--- src/rtl/obi_wb_arbiter_if.sv ---
// Bus bundle between the core's two OBI ports, the arbiter and the Wishbone side.
// The slave modport is the arbiter's view; master is the core + Wishbone slave.
interface obi_wb_arbiter_if #(
  parameter int ADDR_WIDTH = 32,
  parameter int DATA_WIDTH = 32
);
  localparam int BE_W = DATA_WIDTH / 8;

  logic                  instr_req_i;
  logic                  instr_gnt_o;
  logic [ADDR_WIDTH-1:0] instr_addr_i;
  logic                  instr_rvalid_o;
  logic [DATA_WIDTH-1:0] instr_rdata_o;
  logic                  instr_err_o;

  logic                  data_req_i;
  logic                  data_gnt_o;
  logic                  data_we_i;
  logic [BE_W-1:0]       data_be_i;
  logic [ADDR_WIDTH-1:0] data_addr_i;
  logic [DATA_WIDTH-1:0] data_wdata_i;
  logic                  data_rvalid_o;
  logic [DATA_WIDTH-1:0] data_rdata_o;
  logic                  data_err_o;

  logic                  wb_cyc_o;
  logic                  wb_stb_o;
  logic                  wb_we_o;
  logic [BE_W-1:0]       wb_sel_o;
  logic [ADDR_WIDTH-1:0] wb_addr_o;
  logic [DATA_WIDTH-1:0] wb_data_o;
  logic [DATA_WIDTH-1:0] wb_data_i;
  logic                  wb_ack_i;

  modport slave (
    input  instr_req_i, instr_addr_i,
    input  data_req_i, data_we_i, data_be_i, data_addr_i, data_wdata_i,
    input  wb_data_i, wb_ack_i,
    output instr_gnt_o, instr_rvalid_o, instr_rdata_o, instr_err_o,
    output data_gnt_o, data_rvalid_o, data_rdata_o, data_err_o,
    output wb_cyc_o, wb_stb_o, wb_we_o, wb_sel_o, wb_addr_o, wb_data_o
  );

  modport master (
    output instr_req_i, instr_addr_i,
    output data_req_i, data_we_i, data_be_i, data_addr_i, data_wdata_i,
    output wb_data_i, wb_ack_i,
    input  instr_gnt_o, instr_rvalid_o, instr_rdata_o, instr_err_o,
    input  data_gnt_o, data_rvalid_o, data_rdata_o, data_err_o,
    input  wb_cyc_o, wb_stb_o, wb_we_o, wb_sel_o, wb_addr_o, wb_data_o
  );
endinterface

--- src/rtl/obi_wb_arbiter.sv ---
// Round-robin arbiter folding OBI instr + data ports onto one Wishbone classic
// master, one outstanding transfer total, with an ack timeout that errors out.
module obi_wb_arbiter #(
  parameter int ADDR_WIDTH     = 32,
  parameter int DATA_WIDTH     = 32,
  parameter int TIMEOUT_CYCLES = 1024
) (
  input  logic             clk,
  input  logic             rst_n,
  obi_wb_arbiter_if.slave  bus,
  output logic             busy_o,
  output logic             timeout_o
);
  localparam int BE_W  = DATA_WIDTH / 8;
  localparam int CNT_W = (TIMEOUT_CYCLES > 0) ? $clog2(TIMEOUT_CYCLES + 1) : 1;
  localparam logic OWN_I = 1'b0;
  localparam logic OWN_D = 1'b1;

  typedef enum logic [1:0] {IDLE, BUS, RESP} state_e;

  typedef struct packed {
    logic                  we;
    logic [BE_W-1:0]       sel;
    logic [ADDR_WIDTH-1:0] addr;
    logic [DATA_WIDTH-1:0] wdata;
  } wb_req_t;

  state_e                     state_q, state_d;
  logic                       owner_q, last_owner_q;
  wb_req_t                    req_q, grant_req;
  logic [CNT_W-1:0]           cnt_q;
  logic [1:0][DATA_WIDTH-1:0] rdata_q;
  logic                       err_q;
  logic                       instr_win, data_win, ack_hit, to_hit;
  logic [1:0]                 rvalid, rerr;

  // Next state, winner selection and bus-cycle termination
  always_comb begin
    state_d   = state_q;
    instr_win = 1'b0;
    data_win  = 1'b0;
    ack_hit   = 1'b0;
    to_hit    = 1'b0;
    case (state_q)
      IDLE: begin
        instr_win = bus.instr_req_i && (!bus.data_req_i || last_owner_q == OWN_D);
        data_win  = bus.data_req_i && !instr_win;
        if (instr_win || data_win) state_d = BUS;
      end
      BUS: begin
        ack_hit = bus.wb_ack_i;
        // ack on the limit cycle takes priority over the timeout
        to_hit  = !bus.wb_ack_i && (TIMEOUT_CYCLES != 0) &&
                  (cnt_q == CNT_W'(TIMEOUT_CYCLES - 1));
        if (ack_hit || to_hit) state_d = RESP;
      end
      RESP:    state_d = IDLE;
      default: state_d = IDLE;
    endcase
  end

  // Attributes captured at grant; fetches are always full-word reads
  always_comb begin
    grant_req = '{we: 1'b0, sel: '1, addr: bus.instr_addr_i, wdata: '0};
    if (data_win)
      grant_req = '{we: bus.data_we_i, sel: bus.data_be_i,
                    addr: bus.data_addr_i, wdata: bus.data_wdata_i};
  end

  always_ff @(posedge clk or negedge rst_n) begin
    if (!rst_n) begin
      state_q      <= IDLE;
      owner_q      <= OWN_I;
      last_owner_q <= OWN_D;
      req_q        <= '0;
      cnt_q        <= '0;
      rdata_q      <= '0;
      err_q        <= 1'b0;
    end else begin
      state_q <= state_d;
      case (state_q)
        IDLE: begin
          if (instr_win || data_win) begin
            owner_q      <= data_win;
            last_owner_q <= data_win;
            req_q        <= grant_req;
            cnt_q        <= '0;
          end
        end
        BUS: begin
          if (ack_hit) begin
            rdata_q[owner_q] <= bus.wb_data_i;
            err_q            <= 1'b0;
          end else if (to_hit) begin
            err_q <= 1'b1;
          end else if (cnt_q != {CNT_W{1'b1}}) begin
            cnt_q <= cnt_q + 1'b1;
          end
        end
        default: ;
      endcase
    end
  end

  for (genvar p = 0; p < 2; p++) begin : g_port
    assign rvalid[p] = (state_q == RESP) && (owner_q == 1'(p));
    assign rerr[p]   = rvalid[p] && err_q;
  end

  assign bus.instr_gnt_o    = instr_win;
  assign bus.data_gnt_o     = data_win;
  assign bus.instr_rvalid_o = rvalid[OWN_I];
  assign bus.data_rvalid_o  = rvalid[OWN_D];
  assign bus.instr_err_o    = rerr[OWN_I];
  assign bus.data_err_o     = rerr[OWN_D];
  assign bus.instr_rdata_o  = rdata_q[OWN_I];
  assign bus.data_rdata_o   = rdata_q[OWN_D];

  // cyc/stb decode straight from the async-reset state so reset kills them at once
  assign bus.wb_cyc_o  = (state_q == BUS);
  assign bus.wb_stb_o  = (state_q == BUS);
  assign bus.wb_we_o   = req_q.we;
  assign bus.wb_sel_o  = req_q.sel;
  assign bus.wb_addr_o = req_q.addr;
  assign bus.wb_data_o = req_q.wdata;

  assign busy_o    = (state_q != IDLE);
  assign timeout_o = to_hit;
endmodule
--- src/flat_wrapper.sv ---
// flat-port wrapper written by rule: the top's interface ports become plain ports
module obi_wb_arbiter_flat 
#(
  parameter int ADDR_WIDTH     = 32,
  parameter int DATA_WIDTH     = 32,
  parameter int TIMEOUT_CYCLES = 1024
)
  (clk, rst_n, busy_o, timeout_o, bus_instr_req_i, bus_instr_addr_i, bus_data_req_i, bus_data_we_i, bus_data_be_i, bus_data_addr_i, bus_data_wdata_i, bus_wb_data_i, bus_wb_ack_i, bus_instr_gnt_o, bus_instr_rvalid_o, bus_instr_rdata_o, bus_instr_err_o, bus_data_gnt_o, bus_data_rvalid_o, bus_data_rdata_o, bus_data_err_o, bus_wb_cyc_o, bus_wb_stb_o, bus_wb_we_o, bus_wb_sel_o, bus_wb_addr_o, bus_wb_data_o);
  obi_wb_arbiter_if #(.ADDR_WIDTH(ADDR_WIDTH), .DATA_WIDTH(DATA_WIDTH)) bus_i ();
  input  logic clk;
  input  logic rst_n;
  output logic busy_o;
  output logic timeout_o;
  input wire logic [$bits(bus_i.instr_req_i)-1:0] bus_instr_req_i;
  input wire logic [$bits(bus_i.instr_addr_i)-1:0] bus_instr_addr_i;
  input wire logic [$bits(bus_i.data_req_i)-1:0] bus_data_req_i;
  input wire logic [$bits(bus_i.data_we_i)-1:0] bus_data_we_i;
  input wire logic [$bits(bus_i.data_be_i)-1:0] bus_data_be_i;
  input wire logic [$bits(bus_i.data_addr_i)-1:0] bus_data_addr_i;
  input wire logic [$bits(bus_i.data_wdata_i)-1:0] bus_data_wdata_i;
  input wire logic [$bits(bus_i.wb_data_i)-1:0] bus_wb_data_i;
  input wire logic [$bits(bus_i.wb_ack_i)-1:0] bus_wb_ack_i;
  output wire logic [$bits(bus_i.instr_gnt_o)-1:0] bus_instr_gnt_o;
  output wire logic [$bits(bus_i.instr_rvalid_o)-1:0] bus_instr_rvalid_o;
  output wire logic [$bits(bus_i.instr_rdata_o)-1:0] bus_instr_rdata_o;
  output wire logic [$bits(bus_i.instr_err_o)-1:0] bus_instr_err_o;
  output wire logic [$bits(bus_i.data_gnt_o)-1:0] bus_data_gnt_o;
  output wire logic [$bits(bus_i.data_rvalid_o)-1:0] bus_data_rvalid_o;
  output wire logic [$bits(bus_i.data_rdata_o)-1:0] bus_data_rdata_o;
  output wire logic [$bits(bus_i.data_err_o)-1:0] bus_data_err_o;
  output wire logic [$bits(bus_i.wb_cyc_o)-1:0] bus_wb_cyc_o;
  output wire logic [$bits(bus_i.wb_stb_o)-1:0] bus_wb_stb_o;
  output wire logic [$bits(bus_i.wb_we_o)-1:0] bus_wb_we_o;
  output wire logic [$bits(bus_i.wb_sel_o)-1:0] bus_wb_sel_o;
  output wire logic [$bits(bus_i.wb_addr_o)-1:0] bus_wb_addr_o;
  output wire logic [$bits(bus_i.wb_data_o)-1:0] bus_wb_data_o;
  assign bus_i.instr_req_i = bus_instr_req_i;
  assign bus_i.instr_addr_i = bus_instr_addr_i;
  assign bus_i.data_req_i = bus_data_req_i;
  assign bus_i.data_we_i = bus_data_we_i;
  assign bus_i.data_be_i = bus_data_be_i;
  assign bus_i.data_addr_i = bus_data_addr_i;
  assign bus_i.data_wdata_i = bus_data_wdata_i;
  assign bus_i.wb_data_i = bus_wb_data_i;
  assign bus_i.wb_ack_i = bus_wb_ack_i;
  assign bus_instr_gnt_o = bus_i.instr_gnt_o;
  assign bus_instr_rvalid_o = bus_i.instr_rvalid_o;
  assign bus_instr_rdata_o = bus_i.instr_rdata_o;
  assign bus_instr_err_o = bus_i.instr_err_o;
  assign bus_data_gnt_o = bus_i.data_gnt_o;
  assign bus_data_rvalid_o = bus_i.data_rvalid_o;
  assign bus_data_rdata_o = bus_i.data_rdata_o;
  assign bus_data_err_o = bus_i.data_err_o;
  assign bus_wb_cyc_o = bus_i.wb_cyc_o;
  assign bus_wb_stb_o = bus_i.wb_stb_o;
  assign bus_wb_we_o = bus_i.wb_we_o;
  assign bus_wb_sel_o = bus_i.wb_sel_o;
  assign bus_wb_addr_o = bus_i.wb_addr_o;
  assign bus_wb_data_o = bus_i.wb_data_o;
  obi_wb_arbiter #(.ADDR_WIDTH(ADDR_WIDTH), .DATA_WIDTH(DATA_WIDTH), .TIMEOUT_CYCLES(TIMEOUT_CYCLES)) u_core (.clk(clk), .rst_n(rst_n), .bus(bus_i), .busy_o(busy_o), .timeout_o(timeout_o));
endmodule
--- config.mk ---
export PLATFORM = sky130hd
export DESIGN_NAME = obi_wb_arbiter_flat
export DESIGN_NICKNAME = d
export VERILOG_FILES = /design/src/rtl/obi_wb_arbiter_if.sv /design/src/rtl/obi_wb_arbiter.sv /design/src/flat_wrapper.sv
export SDC_FILE = /design/constraint.sdc
export NUM_CORES = 1
export LEC_CHECK = 0
export ABC_AREA = 0
export CAP_MARGIN = 5
export CORE_MARGIN = 1.5
export CORE_UTILIZATION = 41
export DETAILED_ROUTE_END_ITERATION = 16
export PLACE_DENSITY = 0.8
export SYNTH_ARGS = -nofsm -noshare
export SYNTH_HDL_FRONTEND = slang
export SYNTH_SLANG_ARGS = --single-unit
--- constraint.sdc ---
create_clock -name clk -period 2.1 [get_ports clk]
set_input_delay 0.42 -clock clk [delete_from_list [all_inputs] [get_ports clk]]
set_output_delay 0.42 -clock clk [all_outputs]
set_load 0.05 [all_outputs]
==> results.toml <==
[sta]
finalCritPeriodShare_pct = 103
clock_skew_ns = 0.00496
finalWorstSetupSlack_ns = -0.0689
slew_headroom_pct = 62.3
rsz0062_at_grt = "true"
hold_slack_ns = 0.480
setup_viol = 2
clock.fmax_mhz = 461
worst_pin_slew_ns = 0.564
fin_crit_ns = 2.17
hold_viol = 0
finalMaxSlewViolations = 0

[grt]
grt_pass1_vias = 5149
grt_max_degree = 57
grt-ovfl-total = 0
grt_use_total_pct = 21.4
antenna_found_initial = 0
grt_pass1_wl_mm = 26.2

[synth]
synthTopCellsByCount = "dfrtp_1 (148), nand2_1 (46), mux2_2 (44), o21ai_1 (34), a22o_1 (33)"
synth_edf_count = 0
ys_ff_latch = 149
synthSimpleGateAreaFrac_pct = 6.84
synthArstFlopShare_pct = 100
ys_types = 41
synth.largest_area_cell = "dfrtp_1"
syn_inst = 465
synth-main-ff-cell = "dfrtp_1"
synth_top_family_by_area = "multiplexers"
yosysMostFrequentCell = "dfrtp_1"
synth-compound-area-share_pct = 11.2
muxShareOfSynthArea_pct = 17.2
netlist_top_cells_area = "dfrtp_1 (61%), mux2_2 (8.2%), mux2i_1 (5.3%)"
seq_area_frac_synth_pct = 61.7
syn-cell-area_um2 = 6040
yosysWarnings = 0
yosys.area_share.xor_xnor_pct = 0
syn_nets = 604
syn_avg_cell_area_um2 = 13.0
netlist.area_leader.share_pct = 61.3
synth_fa_ha_area_share_pct = 0.207

[placement]
gp_congestion = 0.815
placed_cell_area_um2 = 9320
numPortBuffers = 280
placed_cells = 923
hpwl_mm = 12.1
pre_cts_ws_ns = -0.0799

[route]
wl_per_cell_um = 16.9
num_vias = 4819
antenna_left = 0
drt_first_pass_iters = 4
drtIter0Drc = 234
drcViolationCount = 0
via_per_inst = 5.04
drt-total-wl_mm = 16.1

[floorplan]
ios = 281
core-area_um2 = 14500
fp-row-count = 44
start_util_pct = 41.7
die_h_um = 124
die_w_um = 124
dieArea_um2 = 15500

[finish]
n_fill_cell = 1055
n_antenna_cell = 0
stdcell_area_um2 = 9880
nets = 899
area_growth_pct = 63.6
drive_above_1_share_pct = 15.7
stdcell_count = 956

[pwr]
max-vdd-ir-drop_mv = 0.814
cellPowerDensity_nw_per_um2 = 1860
p_leak_uw = 0.00436

[cts]
cts_tree = "done"
cts_max_level = 4
clock_sinks = 149
cts_buffers = 17
clockBufferDepth = 2
clk_latency_ns = 0.41
root_buffer = "clkbuf_16"
path_clk_slew_ns = 0.06

[run_status]
violations = "negative setup slack"
status = "finished with violations"

[setup_path]
end_kind = "output port"
crit_path_start_kind = "flop"
cp.arrival_ns = 1.75
critPathKind = "flop to output port"
cp_max_fo = 4
worstPathRequired_ns = 1.68

[min_path]
hold_class = "flop to flop"

[job]
drv_cap = 0
## per-stage QoR
step	setup TNS [ns]	power, uW	util (%)
after global routing	-0.324	19200	68.3
after detailed placement	-0.0839	15700	64.4
after global placement	-0.0612	15400	64.4
after CTS	-0.145	18500	68.3
after floorplan	0	11600	-
final	-0.0850	18400	68.3
## layout make-up
| class | count | area [um^2] | area share, % |
|---|---|---|---|
| clock inverters | 12 | 106 | 1.08 |
| inverters | 8 | 30.0 | 0.304 |
| clock buffers | 19 | 433 | 4.38 |
| multi-input cells | 281 | 2190 | 22.1 |
| well taps | 184 | 230 | 2.33 |
| flip-flops and latches | 149 | 3730 | 37.8 |
| repair buffers | 303 | 3170 | 32.0 |
## power breakdown
part           switching, uW  internal, uW  leakage, uW
clock                   1160          1620     0.000255
sequential               801          4220      0.00183
combinational           6710          3880      0.00227
total                   8670          9720      0.00436
## final timing paths
kind | start | to | slack, ns | depth (start not counted)
max | u_core.state_q[1] | timeout_o | -0.07 | 3
min | u_core.bus.wb_addr_o[31] | u_core.bus.wb_addr_o[31] | 0.48 | 2
max reg2reg | u_core.cnt_q[0] | u_core.cnt_q[5] | 0.25 | 5
min reg2reg | u_core.bus.wb_addr_o[31] | u_core.bus.wb_addr_o[31] | 0.48 | 2
max in group asynchronous | rst_n | u_core.last_owner_q | 0.92 | 3
min in group asynchronous | rst_n | u_core.bus.data_rdata_o[30] | 0.50 | 2
## kinds of logic (layout without fill, tap and decap cells)
kind of cell | count (synthesis) | after routing
buffers and inverters | 35 | 342
flip-flops | 149 | 149
AO/OA/AOI/OAI | 97 | 97
multiplexers | 96 | 96
adder cells (fa/ha/maj) | 1 | 1
AND/OR/NAND/NOR | 87 | 87
## flip-flops by register name, indices dropped and copies added, names as in the netlist
name,flops
u_core.bus.data_rdata_o,32
u_core.bus.instr_rdata_o,32
u_core.err_q,1
u_core.cnt_q,11
u_core.state_q,2
u_core.owner_q,1
u_core.bus.wb_data_o,32
u_core.bus.wb_we_o,1
u_core.bus.wb_sel_o,4
u_core.last_owner_q,1
u_core.bus.wb_addr_o,32
## metal layers
layer / global-route usage (%) / part of all wire, % / vias up
li1: - / - / 2262
met1: 25.6 / 42 / 2321
met2: 36.0 / 49 / 213
met3: 6.79 / 7.4 / 23
met4: 8.32 / 2.1 / 0
met5: 0 / 0 / -
## repair_timing
item	in CTS	in global routing
pin swaps	2	0
endpoints found under the setup margin	3	3
gates resized for setup	3	2
buffers inserted	1	0
endpoints found under the hold margin	43	0
hold buffers	1	0
## cells in the final DEF, fill, tap and decap left out, types with 15 or more instances in the layout
cell type        count
clkdlybuf4s50_1    268
dfrtp_1            146
nand2_1             46
mux2_2              44
o21ai_1             33
a22o_1              33
mux2i_1             32
mux2_1              20
clkbuf_16           17
buf_12              17
buf_4               15
## critical path, stage by stage (launching register included)
cell	delay [ns]
dfrtp_1	0.41
or3b_4	0.41
nor4_4	0.34
buf_12	0.18
Note: power is estimated with default switching activity, not from simulation.
